### config.mk
export PLATFORM = sky130hd
export DESIGN_NAME = cfg_sender
export DESIGN_NICKNAME = d
export VERILOG_FILES = /design/src/rtl/cfg_pkg.sv /design/src/rtl/cfg_fifo.sv /design/src/rtl/cfg_sender.sv
export SDC_FILE = /design/constraint.sdc
export NUM_CORES = 1
export LEC_CHECK = 0
export CAP_MARGIN = 30
export CORE_MARGIN = 4
export CORE_UTILIZATION = 45
export CTS_CLUSTER_DIAMETER = 200
export DETAILED_ROUTE_END_ITERATION = 8
export PLACE_DENSITY = 0.71
export SLEW_MARGIN = 20
export SYNTH_ARGS = -nofsm -noshare
export SYNTH_HDL_FRONTEND = slang
export SYNTH_SLANG_ARGS = --single-unit
### constraint.sdc
create_clock -name clk -period 2.1 [get_ports clk]
set_clock_uncertainty 0.2 [all_clocks]
set_input_delay 0.315 -clock clk [delete_from_list [all_inputs] [get_ports clk]]
set_output_delay 0.315 -clock clk [all_outputs]
set_load 0.02 [all_outputs]
### src/rtl/cfg_pkg.sv
// Shared types for the config sender: issue FSM states and default word width.
package cfg_pkg;

  typedef enum logic [1:0] {
    IDLE = 2'd0,
    SEND = 2'd1,
    GAP  = 2'd2
  } state_t;

  localparam int CFG_CWIDTH = 32;

endpackage

### src/rtl/cfg_fifo.sv
// Command buffer for cfg_sender: DEPTH-word FIFO, head word visible combinationally.
// Write accepted when push_valid && push_ready; push_ready depends on level only, so a full buffer refuses even on a pop cycle.
module cfg_fifo #(
  parameter int CWIDTH = 32,
  parameter int DEPTH  = 4,
  localparam int AW    = $clog2(DEPTH),
  localparam int LW    = AW + 1
) (
  input  logic              clk,
  input  logic              rst_n,
  input  logic              push_valid,
  input  logic [CWIDTH-1:0] push_data,
  output logic              push_ready,
  input  logic              pop,
  output logic [CWIDTH-1:0] head_data,
  output logic [LW-1:0]     level
);

  logic [CWIDTH-1:0] r_mem [DEPTH];
  logic [AW-1:0]     r_wr_ptr;
  logic [AW-1:0]     r_rd_ptr;
  logic [LW-1:0]     r_level;
  logic              w_push;

  assign push_ready = (r_level < LW'(DEPTH));
  assign w_push     = push_valid && push_ready;
  assign head_data  = r_mem[r_rd_ptr];
  assign level      = r_level;

  always_ff @(posedge clk) begin
    if (w_push) begin
      r_mem[r_wr_ptr] <= push_data;
    end
  end

  // Power-of-two DEPTH lets the pointers wrap by plain overflow.
  always_ff @(posedge clk or negedge rst_n) begin
    if (!rst_n) begin
      r_wr_ptr <= '0;
      r_rd_ptr <= '0;
      r_level  <= '0;
    end else begin
      if (w_push) begin
        r_wr_ptr <= r_wr_ptr + 1'b1;
      end
      if (pop) begin
        r_rd_ptr <= r_rd_ptr + 1'b1;
      end
      case ({w_push, pop})
        2'b10:   r_level <= r_level + 1'b1;
        2'b01:   r_level <= r_level - 1'b1;
        default: r_level <= r_level;
      endcase
    end
  end

endmodule

### src/rtl/cfg_sender.sv
// Config word sender: buffers host words and issues one-cycle cfg_valid pulses, min 3-cycle spacing, 1 cycle push-to-pulse.
// Issue waits while cfg_busy is seen in IDLE; optional sticky stall flag cfg_timeout under CFG_SENDER_TIMEOUT_EN.
module cfg_sender
  import cfg_pkg::*;
#(
  parameter int CWIDTH  = CFG_CWIDTH,
  parameter int DEPTH   = 4,
  parameter int TIMEOUT = 1024
) (
  input  logic                     clk,
  input  logic                     rst_n,
  input  logic                     push_valid,
  input  logic [CWIDTH-1:0]        push_data,
  output logic                     push_ready,
  output logic [$clog2(DEPTH):0]   level,
  output logic                     cfg_valid,
  output logic [CWIDTH-1:0]        cfg_data,
  input  logic                     cfg_busy
`ifdef CFG_SENDER_TIMEOUT_EN
  ,
  output logic                     cfg_timeout
`endif
);

  state_t            r_state;
  state_t            w_state_nxt;
  logic              w_pop;
  logic [CWIDTH-1:0] w_head_data;
  logic              r_cfg_valid;
  logic [CWIDTH-1:0] r_cfg_data;

  cfg_fifo #(
    .CWIDTH (CWIDTH),
    .DEPTH  (DEPTH)
  ) u_fifo (
    .clk        (clk),
    .rst_n      (rst_n),
    .push_valid (push_valid),
    .push_data  (push_data),
    .push_ready (push_ready),
    .pop        (w_pop),
    .head_data  (w_head_data),
    .level      (level)
  );

  always_comb begin
    w_state_nxt = r_state;
    w_pop       = 1'b0;
    case (r_state)
      IDLE: begin
        if ((level != '0) && !cfg_busy) begin
          w_state_nxt = SEND;
          w_pop       = 1'b1;
        end
      end
      SEND:    w_state_nxt = GAP;
      GAP:     w_state_nxt = IDLE;
      default: w_state_nxt = IDLE;
    endcase
  end

  // cfg_data is loaded only on the pop edge so it holds between pulses.
  always_ff @(posedge clk or negedge rst_n) begin
    if (!rst_n) begin
      r_state     <= IDLE;
      r_cfg_valid <= 1'b0;
      r_cfg_data  <= '0;
    end else begin
      r_state     <= w_state_nxt;
      r_cfg_valid <= w_pop;
      if (w_pop) begin
        r_cfg_data <= w_head_data;
      end
    end
  end

  assign cfg_valid = r_cfg_valid;
  assign cfg_data  = r_cfg_data;

`ifdef CFG_SENDER_TIMEOUT_EN
  localparam int TW = $clog2(TIMEOUT + 1);

  logic [TW-1:0] r_stall_cnt;
  logic          r_timeout;
  logic          w_stall;

  assign w_stall = (r_state == IDLE) && (level != '0) && cfg_busy;

  // Counter saturates at TIMEOUT; the flag is sticky until reset.
  always_ff @(posedge clk or negedge rst_n) begin
    if (!rst_n) begin
      r_stall_cnt <= '0;
      r_timeout   <= 1'b0;
    end else begin
      if (!w_stall) begin
        r_stall_cnt <= '0;
      end else if (r_stall_cnt != TW'(TIMEOUT)) begin
        r_stall_cnt <= r_stall_cnt + 1'b1;
      end
      if (w_stall && (r_stall_cnt == TW'(TIMEOUT - 1))) begin
        r_timeout <= 1'b1;
      end
    end
  end

  assign cfg_timeout = r_timeout;
`endif

endmodule

==> load_flow_metrics.sql, run 1 <==
INSERT INTO impl_metrics (metric_group, metric, value, unit) VALUES
('route', 'post_drt_wl_per_cell', '19.5', 'um'),
('yosys', 'synthesis.area', '6440', 'um^2'),
('grt', 'grt_max_degree', '26', ''),
('yosys', 'postSynthAreaPerCell', '22.9', 'um^2'),
('clocking', 'tritoncts.num_buffers', '17', ''),
('timing', 'hold_slack', '0.189', 'ns'),
('route', 'drt_iter0_markers', '173', ''),
('die', 'die_height', '128', 'um'),
('place', 'io_port_bufs', '72', ''),
('yosys', 'mappedNetlistNets', '323', ''),
('critical_path', 'slowest_stage', 'sky130_fd_sc_hd__dfrtp_1', ''),
('critical_path', 'timing.critical_path.to_type', 'register', ''),
('route', 'first_pass_iters', '4', ''),
('route', 'met3WireLength', '427', 'um'),
('route', 'num_vias', '2927', ''),
('route', 'finalWirelength', '11200', 'um'),
('timing', 'report.final.setup_viol', '0', ''),
('die', 'die_area', '16300', 'um^2'),
('timing', 'relSlewSlack', '67.1', '%'),
('grt', 'grt_antenna_before_repair', '0', ''),
('final_layout', 'final_cell_mix', 'sky130_fd_sc_hd__edfxtp_1 (128), sky130_fd_sc_hd__clkdlybuf4s50_1 (70), sky130_fd_sc_hd__dfrtp_1 (39)', ''),
('critical_path', 'critical-path-top-delay-family', 'adder cells', ''),
('timing', 'clock.fmax', '0.492', 'GHz'),
('timing', 'timing.final.max_slew_violations', '0', ''),
('clocking', 'clock_tree_from_tritoncts', 'yes', ''),
('place', 'globalplace.congestion', '0.770', ''),
('power', 'p_leak', '0.00296', 'uW'),
('critical_path', 'path_buf_inv', '1', ''),
('critical_path', 'ff2ff_setup_slack', '0.07', 'ns'),
('final_layout', 'area.growth.synth_to_final', '26.8', '%'),
('place', 'detailedPlacementHpwl', '7260', 'um'),
('clocking', 'cts_htree_levels', '4', ''),
('route', 'drc', '0', ''),
('yosys', 'yosysWarnings', '0', ''),
('grt', 'first_global_vias', '3247', ''),
('yosys', 'ys_types', '22', ''),
('yosys', 'postSynthRegisterBits', '170', ''),
('flow_run', 'max_cap_viol_count', '0', ''),
('clocking', 'clock_pin_slew_worst_setup_and_hold_paths', '0.06', 'ns'),
('route', 'routed_length_on_met1', '4760', 'um'),
('final_layout', 'layout.cells.most_common', 'sky130_fd_sc_hd__edfxtp_1', ''),
('die', 'dieWidth', '128', 'um'),
('timing', 'setup_repair_after_global_routing_missed_its_margin', 'true', ''),
('die', 'core', '13900', 'um^2'),
('die', 'boundaryPins', '73', ''),
('status', 'status', 'finished, final reports clean', ''),
('power', 'fin_total_pwr', '11800', 'uW'),
('timing', 'finalHoldViolCount', '0', ''),
('timing', 'timing.final.crit_share', '96.7', '%'),
('final_layout', 'antenna_cells', '0', ''),
('hold_path', 'min_delay_path_class', 'in -> async', ''),
('final_layout', 'layout.cell_area.non_filler', '8160', 'um^2'),
('yosys', 'cell_count_after_synthesis', '281', ''),
('die', 'num_rows', '43', ''),
('power', 'worst_voltage_drop_across_the_vdd_grid', '1120', 'uV'),
('place', 'placement.cell_area', '7570', 'um^2'),
('critical_path', 'timing_worst_setup_path_type', 'reg -> reg', ''),
('final_layout', 'final_instance_count_without_filler_cells', '577', ''),
('critical_path', 'reg2regPathDepth', '8', ''),
('critical_path', 'cp_cell_sequence', 'nor3_2, nor2b_4, ha_1, inv_1, fa_1, xor2_1, nor2_1, xnor2_1', ''),
('yosys', 'seq_area_frac_synth', '76.0', '%'),
('grt', 'global_route.overflow_total', '0', ''),
('critical_path', 'start_kind', 'register', ''),
('critical_path', 'critPathRequiredTime', '2.20', 'ns'),
('place', 'dpl.cell_count', '543', ''),
('final_layout', 'design.final.nets', '426', ''),
('critical_path', 'regToRegEndpoint', 'u_fifo.level[2]', ''),
('clocking', 'cts_root_buffer', 'sky130_fd_sc_hd__clkbuf_16', ''),
('timing', 'worst_pin_slew', '0.494', 'ns'),
('die', 'initial_utilization', '46.2', '%'),
('grt', 'track_usage', '15.0', '%');
==> repair_timing <==
action | in CTS | in global routing
setup endpoints to repair | 0 | 2
resized for setup | 0 | 1
setup buffers | 0 | 1
endpoints found under the hold margin | 17 | 0
hold buffers | 1 | 0
==> worst max-delay path by stage <==
| stage | start | endpoint | slack (ns) | cells after the start |
|---|---|---|---|---|
| 2_1_floorplan | r_state[1] | u_fifo.level[2] | -0.12 | 10 |
| 3_3_place_gp | cfg_busy | u_fifo.level[2] | -0.19 | 9 |
| 3_5_place_dp | cfg_busy | u_fifo.level[2] | -0.24 | 9 |
| 4_1_cts | u_fifo.level[2] | push_ready | 0.003 | 2 |
| 5_1_grt | r_state[0] | u_fifo.level[2] | -0.02 | 8 |
| 6_report | r_state[0] | u_fifo.level[2] | 0.07 | 8 |
==> area by class of cell <==
cell class | instances | area (um^2)
clock inverters | 7 | 92.6
well taps | 180 | 225
inverters | 7 | 26.3
repair buffers | 97 | 1010
multi-input cells | 91 | 1440
clock buffers | 25 | 475
flip-flops and latches | 170 | 4900
fillers | 996 | 5770
==> registers in the layout, summed over array words and instances (netlist names) <==
name,flops
cfg_data,32
u_fifo.r_mem,128
cfg_valid,1
u_fifo.r_wr_ptr,2
u_fifo.level,3
u_fifo.r_rd_ptr,2
r_state,2
==> cells by family (layout without fill, tap and decap cells) <==
kind of cell	after synthesis	after routing	share of synthesized area, %
buffers and inverters	20	136	2.04
and+or+nand+nor	13	13	1.20
DFF	170	170	76.0
xor gates and xnor gates	6	6	0.816
adders and majority gates	6	6	1.28
muxes	65	65	18.6
AOI/OAI and AO/OA	1	1	0.0776
==> power by group <==
group,internal (uW),leakage [uW],switching (uW)
Sequential,4430,0.00166,357
Clock,1810,0.000280,1170
Combinational,2280,0.00102,1790
Total,8520,0.00296,3320
==> synth_stat cells <==
| master | number | area share, % |
|---|---|---|
| sky130_fd_sc_hd__and2_1 | 4 | 0.39 |
| sky130_fd_sc_hd__and3b_2 | 1 | 0.16 |
| sky130_fd_sc_hd__buf_2 | 3 | 0.23 |
| sky130_fd_sc_hd__buf_6 | 7 | 1.2 |
| sky130_fd_sc_hd__clkbuf_1 | 3 | 0.17 |
| sky130_fd_sc_hd__dfrtp_1 | 42 | 16 |
| sky130_fd_sc_hd__edfxtp_1 | 128 | 60 |
| sky130_fd_sc_hd__fa_1 | 1 | 0.31 |
| sky130_fd_sc_hd__ha_1 | 5 | 0.97 |
| sky130_fd_sc_hd__inv_1 | 7 | 0.41 |
| sky130_fd_sc_hd__mux2_2 | 8 | 1.4 |
| sky130_fd_sc_hd__mux2_4 | 24 | 5.6 |
| sky130_fd_sc_hd__mux2i_1 | 1 | 0.16 |
| sky130_fd_sc_hd__mux4_1 | 4 | 1.6 |
| sky130_fd_sc_hd__mux4_2 | 28 | 9.8 |
| sky130_fd_sc_hd__nand2_1 | 1 | 0.058 |
| sky130_fd_sc_hd__nor2_1 | 1 | 0.058 |
| sky130_fd_sc_hd__nor2b_1 | 4 | 0.39 |
| sky130_fd_sc_hd__nor3_1 | 2 | 0.16 |
| sky130_fd_sc_hd__o21ai_0 | 1 | 0.078 |
| sky130_fd_sc_hd__xnor2_1 | 3 | 0.41 |
| sky130_fd_sc_hd__xor2_1 | 3 | 0.41 |
==> through the flow <==
step / setup slack (ns) / setup TNS, ns
CTS: 0.00299 / 0
global placement: -0.195 / -2.69
detailed placement: -0.241 / -3.57
global route: -0.0173 / -0.0173
finish: 0.0690 / 0
floorplan: -0.122 / -0.122
==> layer usage <==
| layer | vias up | GRT usage [%] |
|---|---|---|
| li1 | 1325 | - |
| met1 | 1526 | 18.8 |
| met2 | 58 | 25.1 |
| met3 | 18 | 4.72 |
| met4 | 0 | 4.87 |
| met5 | - | 0 |
Power figures use the tool's default switching activity.
==> run 2: changes to the inputs <==
- PLACE_DENSITY: 0.71 -> 0.69
- TNS_END_PERCENT: unset -> 1
==> run 2 against run 1 <==
Routed wire length shrank 3.1%. Clock power grew 3%. Clock-buffer cell count shrank 2. First-iteration DRC count grew 23%. Critical path depth is the same. Final area is essentially flat. Sequential share of layout area is essentially flat. Die area is the same. Sequential power is essentially flat. Critical endpoint unchanged. Largest cell class unchanged. Largest power group unchanged.
==> load_flow_metrics.sql, run 2 (synthesis gave the netlist of run 1 again) <==
INSERT INTO impl_metrics (metric_group, metric, value, unit) VALUES
('critical_path', 'timing_worst_setup_path_type', 'reg -> reg', ''),
('clocking', 'tritoncts_num_sinks', '170', ''),
('clocking', 'tritoncts.num_buffers', '17', ''),
('timing', 'worst_pin_slew', '0.708', 'ns'),
('route', 'drc', '0', ''),
('hold_path', 'min_delay_path_class', 'reg -> reg', ''),
('route', 'num_vias', '2847', ''),
('power', 'power.share.sequential', '40.1', '%'),
('route', 'met3WireLength', '447', 'um'),
('critical_path', 'worstPathMaxFanout', '2', ''),
('timing', 'fin_tns_setup', '0', 'ns'),
('route', 'maxUsedRoutingLayer', 'met4', ''),
('die', 'num_rows', '43', ''),
('power', 'power_per_cell_area', '1460', 'nW/um^2'),
('route', 'post_drt_wl_per_cell', '19.0', 'um'),
('grt', 'grt_antenna_before_repair', '0', ''),
('timing', 'hold_slack', '0.263', 'ns'),
('die', 'boundaryPins', '73', ''),
('grt', 'global_route.overflow_total', '0', ''),
('die', 'core', '13900', 'um^2'),
('final_layout', 'largest_reg_flops', '128', ''),
('hold_path', 'min_from', 'r_state[1]', ''),
('route', 'finalWirelength', '10900', 'um'),
('grt', 'first_global_vias', '3138', ''),
('power', 'worst_voltage_drop_across_the_vdd_grid', '635', 'uV'),
('power', 'p_sw', '3280', 'uW'),
('timing', 'timing.final.crit_share', '96.6', '%'),
('critical_path', 'reg2regPathDepth', '8', ''),
('place', 'io_port_bufs', '72', ''),
('critical_path', 'regToRegEndpoint', 'u_fifo.level[2]', ''),
('critical_path', 'data_arrival_time_at_the_worst_slack_endpoint', '2.18', 'ns'),
('timing', 'clock.fmax', '0.493', 'GHz'),
('final_layout', 'largest_register_by_flop_count', 'u_fifo.r_mem', ''),
('route', 'first_pass_iters', '4', ''),
('die', 'die_area', '16300', 'um^2'),
('clocking', 'ctsLongestPathBuffers', '2', ''),
('timing', 'timing.final.max_slew_violations', '0', ''),
('timing', 'report.final.setup_viol', '0', ''),
('flow_run', 'max_cap_viol_count', '0', ''),
('route', 'drt_iter0_markers', '213', ''),
('power', 'comb_power_share', '34.1', '%'),
('die', 'dieWidth', '128', 'um'),
('die', 'die_height', '128', 'um'),
('power', 'p_leak', '0.00295', 'uW'),
('route', 'dr_wl_met2', '5890', 'um'),
('critical_path', 'start_kind', 'register', ''),
('critical_path', 'timing.critical_path.to_type', 'register', ''),
('clocking', 'cts_htree_levels', '4', ''),
('final_layout', 'proportion_of_layout_cells_with_a_drive_suffix_above_1', '30.2', '%'),
('hold_path', 'whs_endpoint', 'r_state[1]', ''),
('clocking', 'clock_tree_from_tritoncts', 'yes', ''),
('final_layout', 'postLayoutCoreUtil', '58.6', '%'),
('grt', 'grt_max_degree', '29', ''),
('clocking', 'clock_insertion_delay_worst_skew', '0.43', 'ns'),
('clocking', 'cts_root_buffer', 'sky130_fd_sc_hd__clkbuf_16', ''),
('final_layout', 'antenna_cells', '0', ''),
('timing', 'finalHoldViolCount', '0', ''),
('die', 'initial_utilization', '46.2', '%'),
('status', 'status', 'finished, final reports clean', ''),
('clocking', 'clock_pin_slew_worst_setup_and_hold_paths', '0.06', 'ns'),
('grt', 'grt_pass1_wl', '17300', 'um'),
('final_layout', 'area.growth.synth_to_final', '26.9', '%'),
('place', 'globalplace.congestion', '0.703', ''),
('power', 'power.switching_fraction', '27.5', '%'),
('critical_path', 'ff2ff_setup_slack', '0.07', 'ns'),
('timing', 'relSlewSlack', '52.8', '%'),
('final_layout', 'final_cell_mix', 'sky130_fd_sc_hd__edfxtp_1 (128), sky130_fd_sc_hd__clkdlybuf4s50_1 (70), sky130_fd_sc_hd__dfrtp_1 (39)', ''),
('power', 'cellInternalPower', '8630', 'uW'),
('route', 'vias_per_cell', '4.96', ''),
('route', 'route.antenna.remaining_nets', '0', ''),
('place', 'detailedPlacementHpwl', '7010', 'um'),
('final_layout', 'design.final.nets', '423', ''),
('timing', 'setup_repair_after_global_routing_missed_its_margin', 'false', ''),
('critical_path', 'r2r_start', 'r_state[0]', ''),
('critical_path', 'critPathRequiredTime', '2.25', 'ns'),
('timing', 'period_minus_slack', '2.03', 'ns'),
('clocking', 'cts_post_setup_buffers_inserted', '0', ''),
('route', 'routed_length_on_met1', '4400', 'um'),
('final_layout', 'layout.cells.most_common', 'sky130_fd_sc_hd__edfxtp_1', ''),
('power', 'share_clk_of_total_power', '25.9', '%'),
('grt', 'track_usage', '14.7', '%'),
('hold_path', 'worstHoldPathCells', '1', '');
## run 2: changes by cell type in the layout (fill, tap and decap cells not counted), sizes merged
| cell | previous run | this run |
|---|---|---|
| buf | 25 | 22 |
| clkbuf | 25 | 23 |
| bufinv | 2 | 3 |
| clkinv | 4 | 5 |
| clkinvlp | 0 | 1 |
| inv | 8 | 7 |
## run 2: stage by stage
step	std cells	cell area (um^2)	power [uW]	setup WS, ns
6_report	574	8170	11900	0.0721
5_1_grt	574	8170	12500	0.0225
4_1_cts	574	8170	12100	0.0178
3_5_place_dp	541	7570	8970	-0.259
3_3_place_gp	541	7570	8860	-0.171
2_1_floorplan	281	6450	7450	-0.128
## run 2: power groups by stage
stage	logic [uW]	registers (uW)	clock network (uW)
after floorplan	2270	5190	0
after global placement	4060	4800	0
after detailed placement	4150	4830	0
after CTS	4150	4780	3160
after global routing	4350	4850	3300
final	4060	4770	3080
## run 2: area by class of cell
| class | count | area [um^2] |
|---|---|---|
| Tap cell | 180 | 225 |
| Timing Repair Buffer | 94 | 998 |
| Fill cell | 1010 | 5770 |
| Clock buffer | 23 | 468 |
| Clock inverter | 9 | 121 |
| Multi-Input combinational cell | 91 | 1430 |
| Sequential cell | 170 | 4900 |
| Inverter | 7 | 26.3 |
## run 2: worst max-delay path, cell delays in order (launching register included)
cell,delay [ns]
sky130_fd_sc_hd__dfrtp_1,0.39
sky130_fd_sc_hd__nor3_2,0.21
sky130_fd_sc_hd__nor2b_4,0.18
sky130_fd_sc_hd__ha_1,0.16
sky130_fd_sc_hd__inv_1,0.06
sky130_fd_sc_hd__fa_1,0.37
sky130_fd_sc_hd__xor2_1,0.16
sky130_fd_sc_hd__nor2_1,0.11
sky130_fd_sc_hd__xnor2_1,0.12
## run 2: timing repair
item | 4_1_cts | 5_1_grt
setup endpoints to repair | 0 | 2
gates resized for setup | 0 | 1
hold buffers | 1 | 0
hold endpoints to repair | 26 | 0
## run 2: per-layer routing
layer / GRT usage (%) / vias up
met4: 5.81 / 0
met1: 17.1 / 1456
met2: 25.0 / 59
li1: - / 1318
met5: 0 / -
met3: 5.18 / 14
## run 2: worst max path at each step
stage | slack (ns) | startpoint | to
final | 0.07 | r_state[0] | u_fifo.level[2]
after global routing | 0.02 | r_state[0] | u_fifo.level[2]
after CTS | 0.02 | u_fifo.level[2] | push_ready
after detailed placement | -0.26 | cfg_busy | u_fifo.level[2]
after global placement | -0.17 | cfg_busy | u_fifo.level[2]
after floorplan | -0.13 | u_fifo.level[2] | u_fifo.r_mem[1][0]
==> run 3: changes to the inputs <==
- PLACE_DENSITY: 0.69 -> 0.66
- clock period: 2.1 -> 2.4 ns (I/O delays scaled with it)
==> run 3 against run 2 <==
First-iteration DRC count decreased by 27%. Via count rose by 1.3%. Global-route usage increased by 0.34 points. Clock-buffer cell count down 5. Register-to-register slack better by 0.21 ns. Power shrank 10%. Core utilization increased by 0.090 points. Cell count down 0.17%. Sequential power shrank 12%. Critical path type unchanged.
==> load_flow_metrics.sql, run 3 (synthesis gave the netlist of run 1 again) <==
INSERT INTO impl_metrics (metric_group, metric, value, unit) VALUES
('route', 'vias_per_cell', '5.03', ''),
('final_layout', 'final_cell_mix', 'sky130_fd_sc_hd__edfxtp_1 (128), sky130_fd_sc_hd__clkdlybuf4s50_1 (71), sky130_fd_sc_hd__dfrtp_1 (40)', ''),
('critical_path', 'timing.critical_path.to', 'u_fifo.level[2]', ''),
('power', 'worst_voltage_drop_across_the_vdd_grid', '757', 'uV'),
('timing', 'finalHoldViolCount', '0', ''),
('route', 'num_vias', '2883', ''),
('timing', 'timing.final.max_slew_violations', '0', ''),
('timing', 'relSlewSlack', '67.7', '%'),
('timing', 'worst_pin_slew', '0.480', 'ns'),
('power', 'share_clk_of_total_power', '27.9', '%'),
('critical_path', 'critPathRequiredTime', '2.54', 'ns'),
('clocking', 'cts_root_buffer', 'sky130_fd_sc_hd__clkbuf_16', ''),
('timing', 'report.final.setup_viol', '0', ''),
('critical_path', 'timing.critical_path.to_type', 'register', ''),
('critical_path', 'r2r_start', 'r_state[1]', ''),
('grt', 'track_usage', '15.0', '%'),
('die', 'die_height', '128', 'um'),
('route', 'route.antenna.remaining_nets', '0', ''),
('clocking', 'cts_htree_levels', '4', ''),
('route', 'post_drt_wl_per_cell', '19.3', 'um'),
('final_layout', 'largest_reg_flops', '128', ''),
('route', 'finalWirelength', '11000', 'um'),
('final_layout', 'layout.cell_area.non_filler', '8180', 'um^2'),
('power', 'fin_total_pwr', '10700', 'uW'),
('critical_path', 'worstSetupStartpoint', 'r_state[1]', ''),
('critical_path', 'slowest_stage', 'sky130_fd_sc_hd__dfrtp_1', ''),
('die', 'dieWidth', '128', 'um'),
('route', 'drt_iter0_markers', '155', ''),
('clocking', 'ctsLongestPathBuffers', '2', ''),
('power', 'p_leak', '0.00295', 'uW'),
('final_layout', 'antenna_cells', '0', ''),
('grt', 'grt_pass1_wl', '17800', 'um'),
('place', 'placement.cell_area', '7520', 'um^2'),
('critical_path', 'data_arrival_time_at_the_worst_slack_endpoint', '2.26', 'ns'),
('hold_path', 'min_delay_path_class', 'in -> async', ''),
('place', 'io_port_bufs', '72', ''),
('power', 'power.share.sequential', '39.2', '%'),
('timing', 'timing.final.crit_share', '88.3', '%'),
('grt', 'grt_antenna_before_repair', '0', ''),
('power', 'power_per_cell_area', '1310', 'nW/um^2'),
('critical_path', 'timing_worst_setup_path_type', 'reg -> reg', ''),
('power', 'cellInternalPower', '7780', 'uW'),
('die', 'core', '13900', 'um^2'),
('grt', 'global_route.overflow_total', '0', ''),
('timing', 'period_minus_slack', '2.12', 'ns'),
('route', 'first_pass_iters', '4', ''),
('critical_path', 'worstPathMaxFanout', '3', ''),
('final_layout', 'largest_register_by_flop_count', 'u_fifo.r_mem', ''),
('critical_path', 'critPathMaxStageDelay', '0.37', 'ns'),
('place', 'post_placement_setup_slack', '-0.0741', 'ns'),
('power', 'comb_power_share', '32.8', '%'),
('place', 'detailedPlacementHpwl', '6970', 'um'),
('final_layout', 'design.final.nets', '422', ''),
('timing', 'clock.fmax', '0.472', 'GHz'),
('clocking', 'clock_tree_from_tritoncts', 'yes', ''),
('final_layout', 'fillers', '1020', ''),
('timing', 'timing.final.ws_setup', '0.280', 'ns'),
('die', 'die_area', '16300', 'um^2'),
('final_layout', 'layout.cells.most_common', 'sky130_fd_sc_hd__edfxtp_1', ''),
('status', 'status', 'finished, final reports clean', ''),
('critical_path', 'cp_cell_sequence', 'nor3_1, nor2b_4, ha_1, inv_1, fa_1, xor2_1, nor2_1, xnor2_1', ''),
('grt', 'grt_max_degree', '24', ''),
('critical_path', 'reg2regPathDepth', '8', ''),
('die', 'initial_utilization', '46.2', '%'),
('final_layout', 'proportion_of_layout_cells_with_a_drive_suffix_above_1', '30.3', '%'),
('timing', 'setup_repair_after_global_routing_missed_its_margin', 'false', ''),
('critical_path', 'regToRegEndpoint', 'u_fifo.level[2]', ''),
('die', 'num_rows', '43', ''),
('flow_run', 'max_cap_viol_count', '0', ''),
('clocking', 'tritoncts_num_sinks', '170', ''),
('place', 'globalplace.congestion', '0.697', ''),
('final_layout', 'area.growth.synth_to_final', '27.0', '%'),
('critical_path', 'start_kind', 'register', ''),
('clocking', 'tritoncts.num_buffers', '17', ''),
('grt', 'first_global_vias', '3169', ''),
('die', 'boundaryPins', '73', ''),
('timing', 'fin_tns_setup', '0', 'ns'),
('clocking', 'clock_pin_slew_worst_setup_and_hold_paths', '0.06', 'ns'),
('route', 'drc', '0', ''),
('clocking', 'clock_insertion_delay_worst_skew', '0.42', 'ns'),
('critical_path', 'ff2ff_setup_slack', '0.28', 'ns'),
('power', 'p_sw', '2900', 'uW'),
('clocking', 'cts_post_setup_buffers_inserted', '0', ''),
('power', 'power.switching_fraction', '27.2', '%');
-- run 3: cell count changes in the layout (fill, tap and decap cells not counted) --
cell,delta
sky130_fd_sc_hd__nor3_1,+1
sky130_fd_sc_hd__dlymetal6s2s_1,-1
sky130_fd_sc_hd__nor3_2,-1
sky130_fd_sc_hd__clkbuf_8,-2
sky130_fd_sc_hd__dfrtp_2,-1
sky130_fd_sc_hd__clkinvlp_4,+2
sky130_fd_sc_hd__bufinv_16,+3
sky130_fd_sc_hd__clkdlybuf4s50_1,+1
sky130_fd_sc_hd__clkbuf_1,-3
sky130_fd_sc_hd__buf_4,+2
sky130_fd_sc_hd__buf_12,-3
sky130_fd_sc_hd__dfrtp_1,+1
-- run 3: worst min path at each step --
| stage | startpoint | endpoint | slack [ns] | depth (start not counted) |
|---|---|---|---|---|
| 4_1_cts | rst_n | cfg_data[30] | 0.18 | 2 |
| 3_3_place_gp | rst_n | cfg_data[30] | 0.09 | 1 |
| 6_report | rst_n | cfg_data[30] | 0.19 | 2 |
| 5_1_grt | rst_n | cfg_data[30] | 0.23 | 2 |
| 2_1_floorplan | rst_n | cfg_data[0] | -0.14 | 0 |
| 3_5_place_dp | rst_n | cfg_data[30] | 0.1 | 1 |
-- run 3: layer usage --
metal | track usage, % | routed length [um] | vias up
li1 | - | - | 1313
met1 | 18.5 | 4600 | 1507
met5 | 0 | 0 | -
met4 | 6.18 | 210 | 0
met3 | 3.97 | 375 | 14
met2 | 25.4 | 5860 | 49
-- run 3: layout make-up --
class / count / area (um^2) / share of cell area, %
clock buffer: 18 / 429 / 5.25
inverter: 7 / 26.3 / 0.321
multi-input combinational: 91 / 1430 / 17.4
sequential: 170 / 4900 / 59.9
timing repair buffer: 93 / 951 / 11.6
clock inverter: 14 / 226 / 2.77
tap: 180 / 225 / 2.75
-- run 3: metrics by stage --
stage / cells / hold slack (ns) / utilization, %
global route: 573 / 0.229 / 58.7
floorplan: 281 / -0.136 / -
CTS: 573 / 0.180 / 58.7
global placement: 540 / 0.0907 / 53.9
detailed placement: 540 / 0.0975 / 53.9
finish: 573 / 0.189 / 58.7
-- run 3: critical path, delay by kind of cell (launching register included) --
family,cells,cell delay [ns]
XOR/XNOR,2,0.27
AND/OR/NAND/NOR,3,0.61
adder cells (fa/ha/maj),2,0.53
buffers and inverters,1,0.05
flip-flops,1,0.37
-- run 3: what timing repair did --
action	CTS	global route
hold buffers	1	0
hold endpoints to repair	12	0
resized for setup	0	0
-- run 3: power by group through the flow --
stage / logic (uW) / registers, uW / clock network, uW
6_report: 3510 / 4190 / 2980
5_1_grt: 3760 / 4270 / 3180
4_1_cts: 3580 / 4210 / 3040
3_5_place_dp: 3580 / 4250 / 0
3_3_place_gp: 3520 / 4240 / 0
2_1_floorplan: 1970 / 4530 / 0
